## src/rtl/led_chase_sequencer.sv

```systemverilog
// led_chase_sequencer
//   Command-driven LED chase controller. A load command supplies a start
//   pattern, a motion mode and a step count. The system clock is divided
//   into step ticks of TICK_DIV cycles, and the pattern advances once per
//   tick until the step count runs out, an abort arrives, or (for a step
//   count of 0) indefinitely. Pause freezes the tick divider without losing
//   its position.
//
// Ports
//   clock        system clock, rising edge
//   reset        asynchronous active-high reset, clears all state
//   cmd_valid    load command present
//   cmd_ready    command can be accepted (IDLE or DONE)
//   cmd_mode     0 shift-left refill, 1 rotate-left, 2 rotate-right, 3 bounce
//   cmd_pattern  initial LED pattern (0 is replaced by 1)
//   cmd_steps    number of steps, 0 = run until abort
//   pause        level, freezes stepping while high
//   abort        single-cycle request to stop and clear
//   led          registered LED drive
//   busy         high in RUN or PAUSE
//   done         one-cycle pulse after a bounded sequence completes

module led_chase_sequencer #(
  parameter int TICK_DIV = 100000000,
  parameter int WIDTH    = 8
) (
  input  logic             clock,
  input  logic             reset,
  input  logic             cmd_valid,
  output logic             cmd_ready,
  input  logic [1:0]       cmd_mode,
  input  logic [WIDTH-1:0] cmd_pattern,
  input  logic [7:0]       cmd_steps,
  input  logic             pause,
  input  logic             abort,
  output logic [WIDTH-1:0] led,
  output logic             busy,
  output logic             done
);

  localparam int CNT_W = (TICK_DIV > 2) ? $clog2(TICK_DIV) : 1;
  localparam logic [CNT_W-1:0] CNT_MAX = CNT_W'(TICK_DIV - 1);
  localparam logic DIR_LEFT  = 1'b0;
  localparam logic DIR_RIGHT = 1'b1;

  typedef enum logic [1:0] {
    IDLE  = 2'd0,
    RUN   = 2'd1,
    PAUSE = 2'd2,
    DONE  = 2'd3
  } state_t;

  state_t           state, state_n;
  logic [WIDTH-1:0] led_n;
  logic [WIDTH-1:0] reload, reload_n;
  logic [CNT_W-1:0] cnt, cnt_n;
  logic [7:0]       steps_left, steps_n;
  logic [1:0]       mode, mode_n;
  logic             dir, dir_n;
  logic             done_n;
  logic             tick;
  logic [WIDTH:0]   step_res;

  // One pattern step. Returns {next_dir, next_led}. A step that would
  // leave the LEDs dark reloads the saved pattern instead, so the output
  // never shows an all-zero cycle while running.
  function automatic logic [WIDTH:0] step_fn(
    input logic [1:0]       m,
    input logic [WIDTH-1:0] cur,
    input logic [WIDTH-1:0] rld,
    input logic             d
  );
    logic [WIDTH-1:0] r;
    logic             nd;
    nd = d;
    r  = cur;
    case (m)
      2'd0: begin
        r = cur << 1;
        if (r == '0) r = rld;
      end
      2'd1: r = {cur[WIDTH-2:0], cur[WIDTH-1]};
      2'd2: r = {cur[0], cur[WIDTH-1:1]};
      default: begin
        // Bounce: reverse when the leading edge sits at the end it is
        // moving towards, otherwise keep shifting in the current direction.
        if (d == DIR_LEFT && cur[WIDTH-1]) begin
          nd = DIR_RIGHT;
          r  = cur >> 1;
        end else if (d == DIR_RIGHT && cur[0]) begin
          nd = DIR_LEFT;
          r  = cur << 1;
        end else if (d == DIR_LEFT) begin
          r = cur << 1;
        end else begin
          r = cur >> 1;
        end
        if (r == '0) begin
          r  = rld;
          nd = DIR_LEFT;
        end
      end
    endcase
    return {nd, r};
  endfunction

  assign tick      = (cnt == CNT_MAX);
  assign step_res  = step_fn(mode, led, reload, dir);
  assign cmd_ready = (state == IDLE) || (state == DONE);
  assign busy      = (state == RUN) || (state == PAUSE);

  always_ff @(posedge clock or posedge reset) begin
    if (reset) begin
      state      <= IDLE;
      led        <= '0;
      reload     <= '0;
      cnt        <= '0;
      steps_left <= '0;
      mode       <= '0;
      dir        <= DIR_LEFT;
      done       <= 1'b0;
    end else begin
      state      <= state_n;
      led        <= led_n;
      reload     <= reload_n;
      cnt        <= cnt_n;
      steps_left <= steps_n;
      mode       <= mode_n;
      dir        <= dir_n;
      done       <= done_n;
    end
  end

  // steps_left is only zero while running when the sequence is unbounded,
  // so it doubles as the bounded/unbounded flag.
  always_comb begin
    state_n  = state;
    led_n    = led;
    reload_n = reload;
    cnt_n    = cnt;
    steps_n  = steps_left;
    mode_n   = mode;
    dir_n    = dir;
    done_n   = 1'b0;
    if (abort) begin
      state_n = IDLE;
      led_n   = '0;
      cnt_n   = '0;
      steps_n = '0;
      dir_n   = DIR_LEFT;
    end else begin
      case (state)
        IDLE, DONE: begin
          if (cmd_valid) begin
            led_n    = (cmd_pattern == '0) ? WIDTH'(1) : cmd_pattern;
            reload_n = (cmd_pattern == '0) ? WIDTH'(1) : cmd_pattern;
            mode_n   = cmd_mode;
            steps_n  = cmd_steps;
            dir_n    = DIR_LEFT;
            cnt_n    = '0;
            state_n  = RUN;
          end
        end
        RUN: begin
          if (pause) begin
            // Counter holds; a tick due this cycle waits for resume.
            state_n = PAUSE;
          end else if (tick) begin
            cnt_n = '0;
            led_n = step_res[WIDTH-1:0];
            dir_n = step_res[WIDTH];
            if (steps_left != 8'd0) begin
              steps_n = steps_left - 8'd1;
              if (steps_left == 8'd1) begin
                state_n = DONE;
                done_n  = 1'b1;
              end
            end
          end else begin
            cnt_n = cnt + CNT_W'(1);
          end
        end
        PAUSE: begin
          if (!pause) state_n = RUN;
        end
        default: state_n = IDLE;
      endcase
    end
  end

endmodule

```

## config.mk

```make
export PLATFORM = sky130hd
export DESIGN_NAME = led_chase_sequencer
export DESIGN_NICKNAME = d
export VERILOG_FILES = /design/src/rtl/led_chase_sequencer.sv
export SDC_FILE = /design/constraint.sdc
export NUM_CORES = 1
export LEC_CHECK = 0
export ABC_AREA = 0
export BUFFER_PORTS_ARGS = -buffer_cell sky130_fd_sc_hd__buf_4
export CAP_MARGIN = 0
export CORE_MARGIN = 2
export CORE_UTILIZATION = 55
export CTS_CLUSTER_SIZE = 12
export DETAILED_ROUTE_END_ITERATION = 8
export GPL_TIMING_DRIVEN = 0
export HOLD_SLACK_MARGIN = 0.1
export PLACE_DENSITY = 0.78
export SYNTH_ARGS = -nofsm -noshare
export SYNTH_HDL_FRONTEND = slang
export SYNTH_SLANG_ARGS = --single-unit
```

## constraint.sdc

```tcl
create_clock -name clock -period 2.9 [get_ports clock]
set_input_delay 0.145 -clock clock [delete_from_list [all_inputs] [get_ports clock]]
set_output_delay 0.145 -clock clock [all_outputs]
set_load 0.01 [all_outputs]
```

==> run summary, run 1 <==
Run status - finished clean
Mapped Area - 0.003466 sq mm
DRT antenna net count - 0
Final WS setup - 0.3129 ns
CTS tree - yes
Netlist cell types - 59
Postcts setup bufs - 0
Leading cell type in the layout, fill and taps excluded - dfrtp_1
Fmax - 386.5 MHz
Detailed Routing Iterations Pass 1 - 5
Syn Nets - 429
Rows - 28
Share of cells above drive strength 1 - 15.98%
Fillers - 485
Initial antenna violation count - 0
Vias per std cell - 6.229
Pre-CTS WS - 0.1929 ns
Final slew viol count - 0
Met1 GRT Util - 34.39%
Yosys reg bits - 57
Final Cycle Share - 89.21%
Global-route track usage on met2 - 44.43%
Pwr/cell area - 724.7 mW/mm^2
Area leader, netlist - dfrtp_1
Worst-path fanout max - 10
I/O pins - 34
Mean post-synth cell area - 8.643 sq um
Type of the worst min-delay path - in2reg
Core Box Area - 0.005991 sq mm
CTS clk-pin slew, worst paths - 0.06 ns
Slew Limit Headroom - 45.13%
Global-route wire length before repair - 15,380 um
Share of the yosys chip area belonging to registers - 41.16%
Die ar. - 0.006952 sq mm
Critical Path Sink Type - register
Most frequent cells in the layout - dfrtp_1, nor2_1, nand2_1, buf_4, a21oi_1
Minimum clock period after layout - 2.587 ns
Via Count - 3,351
M3 GR Usage - 6.759%
Clk sink count - 57
Top_reg_cell synth - dfrtp_1
GRT Max-Usage Layer - met2
Die W - 83.38 um
Die Ht - 83.38 um
Pin count of the biggest net entering global routing - 42
CP Data Arrival Time - 2.79 ns
Max_cap viols - 0
VDD IR max - 0.5232 mV
Crit Path Class - reg2reg
EDFF count, synth - 0
Post-DP HPWL - 6261 um
Clock Latency Late Sink - 0.34 ns
H-tree depth - 3
Initial Util - 57.85%
Routed wire length - 9070 um
Worst hold slack - 0.1082 ns
Synth top area cells - dfrtp_1, nor2_1, a21oi_1
Total track usage - 27.42%
Clk_skew - 0.006004 ns
GPL Wtd Cong - 0.9162
Total negative slack - 0 ns
Vias in the first global route - 3,295
RSZ-0062 raised after global routing - no
P_leak - 1.738 nW
Worst setup SP type - register
Final nets - 486
Req. time, crit path - 3.10 ns
Gr ovfl total - 0
Worst slew pin tran - 0.8155 ns
Drt wl/cell - 16.86 um
Finish-stage setup viols - 0
Clock Path Buffers - 2
Initial DRC count - 213
# diodes - 0
Ys async rst share - 100.0%
Root Buffer - clkbuf_8
Cells after Synth - 401
Post-synth top area share - 41.16%
Fin. Hold Viols - 0
Synth warn - 0
Residual DRC count - 0
Num CTS Buffers - 9
Syn-to-layout area delta - 19.13%
Port Buffers - 33
[per-stage QoR]
step / cells / utilization, % / instance area (sq um) / total power [mW]
final: 538 / 68.92 / 4129 / 2.992
after CTS: 538 / 68.82 / 4123 / 2.964
after detailed placement: 510 / 63.89 / 3827 / 2.278
after global routing: 538 / 68.92 / 4129 / 3.185
after global placement: 509 / 63.55 / 3807 / 2.245
after floorplan: 401 / - / 3466 / 1.912
[cell type report]
type | count | area, sq um | share of cell area, %
well taps | 75 | 93.84 | 2.273
multi-input cells | 304 | 1886 | 45.67
inverters | 19 | 71.32 | 1.727
flip-flops and latches | 57 | 1426 | 34.55
plain buffers | 21 | 88.84 | 2.152
clock inverters | 2 | 12.51 | 0.3030
clock buffers | 14 | 162.7 | 3.939
repair buffers | 46 | 387.9 | 9.394
[worst max-delay path, stage by stage (launching register included)]
cell	delay (ns)
dfrtp_1	0.42
nor4b_1	0.39
nand4_1	0.20
o31ai_1	0.55
and2_1	0.25
buf_4	0.20
buf_2	0.27
a31oi_1	0.15
[synthesized netlist by cell type, types with 4 or more instances]
cell type,count
mux2_2,11
buf_2,5
a21oi_1,27
and4_1,4
o21ai_0,25
xnor2_1,10
a31oi_1,12
nor4_1,4
dfrtp_1,57
clkbuf_1,14
nand3_1,13
ha_1,5
o31ai_1,5
a211oi_1,6
nand2_1,35
nor2_1,55
nand4_1,9
inv_1,19
nor3_1,13
xor2_1,13
[sequential cells by signal, indices dropped and copies added (netlist names)]
signal and count:
cnt 27, led 8, reload 8, steps_left 8, mode 2, state 2
dir 1, done 1
[routing by layer]
metal	vias up	routed length [um]	share of wire (%)
met1	1601	3752	41
met4	0	241	2.7
li1	1568	-	-
met5	-	0	0
met2	153	4397	48
met3	29	680	7.5
[where the power goes]
| group | switching [mW] | total (mW) | internal (mW) |
|---|---|---|---|
| combinational | 0.722 | 1.20 | 0.476 |
| sequential | 0.182 | 1.12 | 0.939 |
| clock | 0.318 | 0.674 | 0.356 |
| total | 1.22 | 2.99 | 1.77 |
[final timing paths]
check | from | cells after the start | endpoint | slack, ns
min | cmd_steps[6] | 3 | steps_left[6] | 0.11
max | cnt[9] | 7 | led[1] | 0.31
min reg2reg | reload[7] | 1 | reload[7] | 0.51
max reg2reg | cnt[9] | 7 | led[1] | 0.31
max in group asynchronous | reset | 4 | cnt[7] | 2.00
min in group asynchronous | reset | 3 | cnt[22] | 0.35
[logic make-up (layout without fill, tap and decap cells)]
logic type	Yosys count	in the layout	share of synthesized area, %
AOI/OAI and AO/OA	107	107	19.82
xor gates and xnor gates	23	23	5.812
adders and majority gates	5	5	1.805
buffers and inverters	40	102	4.621
DFF	57	57	41.16
muxes	13	13	4.152
and+or+nand+nor	156	156	22.64
[repair_timing]
item | in CTS | in global routing
endpoints found under the setup margin | 0 | 5
hold buffers | 12 | 0
gates resized for setup | 0 | 1
endpoints found under the hold margin | 32 | 0
Power figures use the tool's default switching activity.
==> run 2, diff against run 1 <==
==> constraint.sdc (replaced) <==
create_clock -name clock -period 3.17 [get_ports clock]
set_input_delay 0.1585 -clock clock [delete_from_list [all_inputs] [get_ports clock]]
set_output_delay 0.1585 -clock clock [all_outputs]
set_load 0.01 [all_outputs]
==> run 2 against run 1 <==
Compared with the run above:
- via count down 0.51%
- clock skew up 0.0012 ns
- total power down 8.6%
- register-to-register slack better by 0.08 ns
- global-route usage unchanged
- combinational power down 9%
- critical path depth up 1
- clock power down 8.9%
- highest routed layer unchanged
- sequential power down 8%
- count of clock-buffer cells in the layout unchanged
- hold slack better by 0.016 ns
==> run summary, run 2 (same netlist as run 1, synthesis figures left out) <==
VDD IR max - 0.4777 mV
Req. time, crit path - 3.39 ns
Worst r2r path cells - 8
Pin count of the biggest net entering global routing - 42
Total negative slack - 0 ns
Routed wire length - 9073 um
# diodes - 0
Vias per std cell - 6.197
Hold Path Origin - cmd_steps[6]
Most frequent cells in the layout - dfrtp_1, nor2_1, nand2_1, buf_4, a21oi_1
Final nets - 486
Initial DRC count - 205
Residual DRC count - 0
Total track usage - 27.42%
Finish-stage setup viols - 0
Die ar. - 0.006952 sq mm
GPL Wtd Cong - 0.9162
I/O pins - 34
Core Box Area - 0.005991 sq mm
Clk sink count - 57
FF-to-FF End - cnt[23]
Hold Path End - steps_left[6]
Worst-path fanout max - 9
Final slew viol count - 0
Fmax - 360.5 MHz
Num CTS Buffers - 9
CTS tree - yes
Clock Path Buffers - 2
H-tree depth - 3
Final WS setup - 0.3963 ns
Clk_skew - 0.007235 ns
Syn-to-layout area delta - 18.95%
Clock Latency Late Sink - 0.34 ns
Initial antenna violation count - 0
Minimum clock period after layout - 2.774 ns
R2R Path Start - state[0]
Via Count - 3,334
Global-route wire length before repair - 15,380 um
Gr ovfl total - 0
Pre-CTS WS - 0.4629 ns
Max_cap viols - 0
Share of cells above drive strength 1 - 15.77%
Run status - finished clean
Vias in the first global route - 3,295
Largest Register - cnt
Initial Util - 57.85%
R2R Setup Slk - 0.40 ns
Die Ht - 83.38 um
P_leak - 1.738 nW
Die W - 83.38 um
Critical Path Sink Type - register
CTS clk-pin slew, worst paths - 0.06 ns
Worst Hold Depth - 3
Fin. Hold Viols - 0
Leading cell type in the layout, fill and taps excluded - dfrtp_1
DRT antenna net count - 0
Pwr/cell area - 663.3 mW/mm^2
Worst slew pin tran - 1.172 ns
Rows - 28
Worst setup SP type - register
Post-DP HPWL - 6261 um
CP Data Arrival Time - 3.00 ns
Port Buffers - 33
Slew Limit Headroom - 20.75%
RSZ-0062 raised after global routing - no
Type of the worst min-delay path - in2reg
Max reg flops - 27
Final Cycle Share - 87.50%
Postcts setup bufs - 0
Drt wl/cell - 16.86 um
Detailed Routing Iterations Pass 1 - 6
Root Buffer - clkbuf_8
Crit Path Class - reg2reg
==> run 2: cell types whose count changed in the layout (fill, tap and decap cells not counted) <==
| cell | previous run | this run |
|---|---|---|
| nor4b_1 | 2 | 3 |
| nor4b_2 | 1 | 0 |
==> run 2: critical path: stages, from the launching register on <==
cell and delay (ns):
dfrtp_1 0.39, inv_1 0.06, ha_1 0.35, mux2_2 0.29, a21oi_2 0.13, nor4b_1 0.98, nand4_1 0.22, xor2_1 0.19
nor2_1 0.05
==> run 2: per-layer routing <==
layer,up-vias,wire length [um],GRT usage [%]
met4,0,277,13.11
met1,1588,3779,34.39
li1,1571,-,-
met5,-,0,0
met2,143,4379,44.43
met3,32,637,6.759
==> run 2: how the worst max path moves through the flow <==
| stage | startpoint | to | slack (ns) |
|---|---|---|---|
| 2_1_floorplan | state[0] | cnt[24] | 0.85 |
| 4_1_cts | state[0] | cnt[23] | 0.41 |
| 6_report | state[0] | cnt[23] | 0.40 |
| 3_3_place_gp | state[0] | cnt[23] | 0.46 |
| 3_5_place_dp | state[0] | cnt[23] | 0.46 |
| 5_1_grt | state[0] | cnt[17] | 0.15 |
==> run 2: report_power, final <==
part	internal [mW]	switching, mW	leakage (nW)
Sequential	0.859	0.169	0.751
Clock	0.326	0.288	0.0867
Combinational	0.436	0.657	0.901
==> run 2: stage by stage <==
stage	total power, mW	std cells	utilization, %	hold slack (ns)	area (sq um)
finish	2.735	538	68.82	0.1238	4123
detailed placement	2.084	510	63.89	0.1759	3827
CTS	2.712	538	68.82	0.1142	4123
floorplan	1.749	401	-	0.2296	3466
global placement	2.054	509	63.55	0.3691	3807
global route	2.914	538	68.82	0.1347	4123
==> run 2: timing repair <==
item	CTS	global route
endpoints found under the hold margin	28	0
gates resized for setup	0	0
setup endpoints to repair	0	0
hold buffers	12	0
==> run 2: final cells by class <==
type | count | area (sq um)
inverter | 19 | 71.32
buffer | 21 | 88.84
tap | 75 | 93.84
multi-input combinational | 304 | 1879
timing repair buffer | 46 | 387.9
clock inverter | 2 | 12.51
fill | 489 | 1868
clock buffer | 14 | 162.7
sequential | 57 | 1426
